<file path="config.mk">
export PLATFORM = sky130hd
export DESIGN_NAME = uart_tx
export DESIGN_NICKNAME = d
export VERILOG_FILES = /design/src/rtl/uart_tx.sv
export SDC_FILE = /design/constraint.sdc
export NUM_CORES = 1
export LEC_CHECK = 0
export ABC_AREA = 0
export BUFFER_PORTS_ARGS = -buffer_cell sky130_fd_sc_hd__buf_2
export CORE_UTILIZATION = 50
export DETAILED_ROUTE_END_ITERATION = 10
export GPL_TIMING_DRIVEN = 0
export PLACE_DENSITY = 0.72
export RECOVER_POWER = 100
export SLEW_MARGIN = 15
export SYNTH_ARGS = -nofsm -noshare
export SYNTH_HDL_FRONTEND = slang
export SYNTH_SLANG_ARGS = --single-unit
</file>
<file path="constraint.sdc">
create_clock -name clk -period 1.6 [get_ports clk]
set_input_delay 0.32 -clock clk [delete_from_list [all_inputs] [get_ports clk]]
set_output_delay 0.32 -clock clk [all_outputs]
set_load 0.02 [all_outputs]
</file>
<file path="src/rtl/uart_tx.sv">
// 8-bit LSB-first UART transmitter (start, 8 data, optional even parity, 1 stop).
// Define UART_TX_PARITY_EN to compile in the parity bit (8E1); otherwise 8N1.
module uart_tx #(
  parameter int CLK_FREQ  = 50_000_000,
  parameter int BAUD_RATE = 115200
) (
  input  logic       clk,
  input  logic       reset,
  input  logic       wr,
  input  logic [7:0] din,
  output logic       ready,
  output logic       txd
);

  localparam int DIV = CLK_FREQ / BAUD_RATE;
  localparam int CW  = (DIV < 2) ? 1 : $clog2(DIV);
  localparam logic [CW-1:0] CNT_LAST = CW'(DIV - 1);

  generate
    if (DIV < 2) begin : g_div_check
      $error("uart_tx: CLK_FREQ / BAUD_RATE must be at least 2");
    end
  endgenerate

  typedef enum logic [2:0] {
    S_IDLE,
    S_START,
    S_DATA,
`ifdef UART_TX_PARITY_EN
    S_PARITY,
`endif
    S_STOP
  } state_t;

  state_t        state_reg, state_next;
  logic [CW-1:0] cnt_reg, cnt_next;
  logic [2:0]    bit_idx_reg, bit_idx_next;
  logic [7:0]    shreg_reg, shreg_next;
  logic          txd_reg, txd_next;
  logic          bit_end;
`ifdef UART_TX_PARITY_EN
  logic          par_reg, par_next;
`endif

  always_ff @(posedge clk) begin
    if (reset) begin
      state_reg   <= S_IDLE;
      cnt_reg     <= '0;
      bit_idx_reg <= '0;
      shreg_reg   <= '0;
      txd_reg     <= 1'b1;
`ifdef UART_TX_PARITY_EN
      par_reg     <= 1'b0;
`endif
    end else begin
      state_reg   <= state_next;
      cnt_reg     <= cnt_next;
      bit_idx_reg <= bit_idx_next;
      shreg_reg   <= shreg_next;
      txd_reg     <= txd_next;
`ifdef UART_TX_PARITY_EN
      par_reg     <= par_next;
`endif
    end
  end

  always_comb begin
    state_next   = state_reg;
    cnt_next     = cnt_reg;
    bit_idx_next = bit_idx_reg;
    shreg_next   = shreg_reg;
    txd_next     = txd_reg;
`ifdef UART_TX_PARITY_EN
    par_next     = par_reg;
`endif
    bit_end = (cnt_reg == CNT_LAST);

    // Baud counter runs in every non-idle state and wraps on the last cycle of a bit.
    if (state_reg != S_IDLE)
      cnt_next = bit_end ? '0 : cnt_reg + CW'(1);

    // txd_next is the level for the cycle after this edge, keeping txd glitch-free.
    case (state_reg)
      S_IDLE: begin
        txd_next = 1'b1;
        if (wr) begin
          shreg_next = din;
          cnt_next   = '0;
          state_next = S_START;
          txd_next   = 1'b0;
`ifdef UART_TX_PARITY_EN
          par_next   = ^din;
`endif
        end
      end
      S_START: begin
        if (bit_end) begin
          state_next   = S_DATA;
          bit_idx_next = 3'd0;
          txd_next     = shreg_reg[0];
        end
      end
      S_DATA: begin
        if (bit_end) begin
          shreg_next   = shreg_reg >> 1;
          bit_idx_next = bit_idx_reg + 3'd1;
          if (bit_idx_reg == 3'd7) begin
`ifdef UART_TX_PARITY_EN
            state_next = S_PARITY;
            txd_next   = par_reg;
`else
            state_next = S_STOP;
            txd_next   = 1'b1;
`endif
          end else begin
            txd_next = shreg_reg[1];
          end
        end
      end
`ifdef UART_TX_PARITY_EN
      S_PARITY: begin
        if (bit_end) begin
          state_next = S_STOP;
          txd_next   = 1'b1;
        end
      end
`endif
      S_STOP: begin
        if (bit_end) begin
          state_next = S_IDLE;
          txd_next   = 1'b1;
        end
      end
      default: begin
        state_next = S_IDLE;
        txd_next   = 1'b1;
      end
    endcase
  end

  // Combinational from wr so upstream never sees ready high while its own strobe is pending.
  assign ready = !reset && (state_reg == S_IDLE) && !wr;
  assign txd   = txd_reg;

endmodule

</file>
==> impl_results.md <==
- Clk_lat worst skew: around 310 ps
- Final Skew: 2.357 ps
- Distinct cells, synth: 34
- Reg2Reg Depth: 6
- Register-to-register setup slack: 10 ps
- Dpl hpwl: 1802 um
- Static leakage: approximately 0.67 nW
- Crit end category: output pin
- Hold path startpoint: din[7]
- Setup ws final: -19.24 ps
- First drt pass iteration count: 4
- RSZ-0062 raised after global routing: yes
- Gr usage total: 0.2503
- Max Buffers Root-to-Sink: 2
- Worst Hold Path EP: shreg_reg[7]
- Placed Instance Area: 1294 um2
- Synthesized Nets: 156
- Ant diodes: 0
- Synth Area in Compound Gates: 0.2135
- Xor and xnor area share after synthesis: 0.01458
- Max Fclk: roughly 0.6 GHz
- Critical Path Slowest Stage Cell: dfxtp_2
- Status: finished with violations
- Starting density of the core: 0.5378
- CP arrival: 1300 ps
- Cts hold-fix bufs: 0
- Root buffer cell: clkbuf_4
- Die footprint: about 2600 um2
- Vias per cell: 5.864
- Pwr dens: 1500 nW/um2
- Number of flops mapped to enable cells by yosys: 0
- Nets: 191
- Critical path class: flip-flop to output pin
- Initial drt markers: 24
- Synthesized instance count: 136
- Final Cell Area: 1614 um2
- Worst reg2reg endpoint: state_reg[0]
- Hold violation total from the final report: 0
- Largest stage delay, worst path: 360 ps
- Fin. max-slew vios: 0
- Die Y: between 50 and 60 um
- Worst-path clk slew: 120 ps
- Largest family of logic cells by synthesized area: simple AND/OR/NAND/NOR gates
- CORE AREA: 2233 um2
- CP startpoint kind: flip-flop
- Critical R2R Launch: state_reg[1]
- Largest net degree at the start of global routing: 13
- ANT nets after route: 0
- Cell row count: 17
- Fraction of layout cells with a size suffix above 1: 0.4059
- Number of global-route vias before repair: 1,125
- Total Power: 2.421 mW
- WP buf/inv: 3
- Sequential element share of the synthesized area: 0.3833
- Most common cell after layout, fill and taps aside: nor2_1
- Setup tns final: -19.24 ps
- CP Data Required Time: roughly 1300 ps
- Clock tree sinks: 23
- Peak supply drop: 1.112 mV
- Gr ovfl total: 0
- FF+latch count, synth: 23
- Place WS: -269.9 ps
- Hold Path Class: input port to flip-flop
- Asr flop ratio synth: 0
- First-pass GRT wire length: 4905 um
- DRC: 0
- DR vias: 1,161
- Fin crit share: 1.012
- Area growth syn-to-layout: 34.38%
- Synth warn: 0
- Worst hold path depth: 3
- Syn Area/Cell: 8.832 um2
- Max-cap viol count: 0
- Relative slew slack: 0.6464
- CP Max Fanout: 3
- Adder-cell share of the synthesized area: 0.09375
- Fill count: 174
- Violated checks: negative setup slack
- Final WL: between 3000 and 4000 um
- PortBufs: 11
- Most frequent cells in the layout: 20 x nor2_1, 19 x buf_4, 17 x dfxtp_1
- Chip Width: 51.02 um
- Final min period: about 1600 ps
- DR WL/cell: 15.36 um
- RePlAce Congestion: 0.7478
- Top FF cell, synth: dfxtp_1
- Num CTS Buffers: 3
- Boundary pin count: 13
- Hold slack: 338.5 ps
- Crit-path most repeated cell: inv_4
- Post-Synth Simple-Gate Area: 0.2427
- TritonCTS clock tree: built
- Worst path cell trace: inv_4, ha_4, nor2b_4, nand2b_4, inv_4, buf_6
- CP delay by family, top: flip-flops
- Mux cell area share after synthesis: 0.01667
- Cell Area, Synth: 1201 um2
- Antenna violations before repair: 0
- H-tree depth: 1
- Largest register FFs: 9
- Worst slew pin tran: 530.4 ps
- Setup violations, final: 1
## worst max path at each step
stage / start / endpoint / slack (ps) / cells after the start
after CTS: state_reg[0] / ready / -100 / 7
after global placement: state_reg[0] / ready / -230 / 7
after floorplan: state_reg[0] / state_reg[0] / 8 / 7
final: state_reg[0] / ready / -20 / 6
after global routing: state_reg[0] / ready / -80 / 6
after detailed placement: state_reg[0] / shreg_reg[2] / -270 / 7
## synthesized netlist by cell type, types with 2 or more instances
| library cell | n | area share |
|---|---|---|
| dfxtp_1 | 23 | 0.38 |
| nor2_1 | 20 | 0.062 |
| ha_1 | 9 | 0.094 |
| nand2b_1 | 9 | 0.047 |
| a21oi_1 | 8 | 0.033 |
| nand2_1 | 7 | 0.022 |
| o221a_2 | 7 | 0.066 |
| inv_1 | 6 | 0.019 |
| o21ai_0 | 6 | 0.025 |
| a31oi_1 | 4 | 0.021 |
| clkbuf_1 | 4 | 0.012 |
| nor3_1 | 4 | 0.017 |
| nand3_1 | 3 | 0.012 |
| a211oi_1 | 2 | 0.012 |
| a22o_1 | 2 | 0.015 |
| and3_1 | 2 | 0.010 |
| mux2i_1 | 2 | 0.017 |
| nand3b_1 | 2 | 0.012 |
## power by group
part | internal, mW | switching [mW]
registers | 0.715 | 0.108
logic | 0.693 | 0.635
clock network | 0.0972 | 0.174
## timing repair
item	CTS	global route
setup buffers	18	4
resized for setup	25	18
setup endpoints to repair	18	18
pin swaps	2	4
hold endpoints to repair	0	0
## layer usage
layer	share of wire	vias to the layer above	global-route usage
met3	0.032	9	0.03869
li1	-	558	-
met1	0.46	571	0.3125
met4	0.018	0	0.09259
met5	0	-	0
met2	0.49	23	0.4298
## worst register-to-register path, stage by stage, from the launching register on
cell	delay (ps)
dfxtp_2	340
buf_4	140
ha_2	240
nor3_2	210
a21oi_2	80
a211o_1	280
a211oi_2	220
## final cells by class
class / count / area, um2 / share of cell area
Multi-Input combinational cell: 102 / 810.8 / 0.5023
Sequential cell: 23 / 470.5 / 0.2915
Timing Repair Buffer: 32 / 225.2 / 0.1395
Tap cell: 28 / 35.03 / 0.02171
Inverter: 6 / 27.53 / 0.01705
Clock buffer: 4 / 26.28 / 0.01628
Buffer: 3 / 18.77 / 0.01163
## metrics by stage
step	cells	util
after floorplan	136	-
after global placement	175	0.5793
after detailed placement	175	0.5793
after CTS	196	0.6868
after global routing	198	0.7227
final	198	0.7227
## kinds of logic (layout without fill, tap and decap cells)
family | after synthesis | after routing
simple gates | 54 | 54
compound gates | 35 | 35
flops | 23 | 23
buf+inv | 11 | 45
fa+ha+maj | 9 | 9
xor+xnor | 2 | 2
mux | 2 | 2
Note: power is estimated with default switching activity, not from simulation.
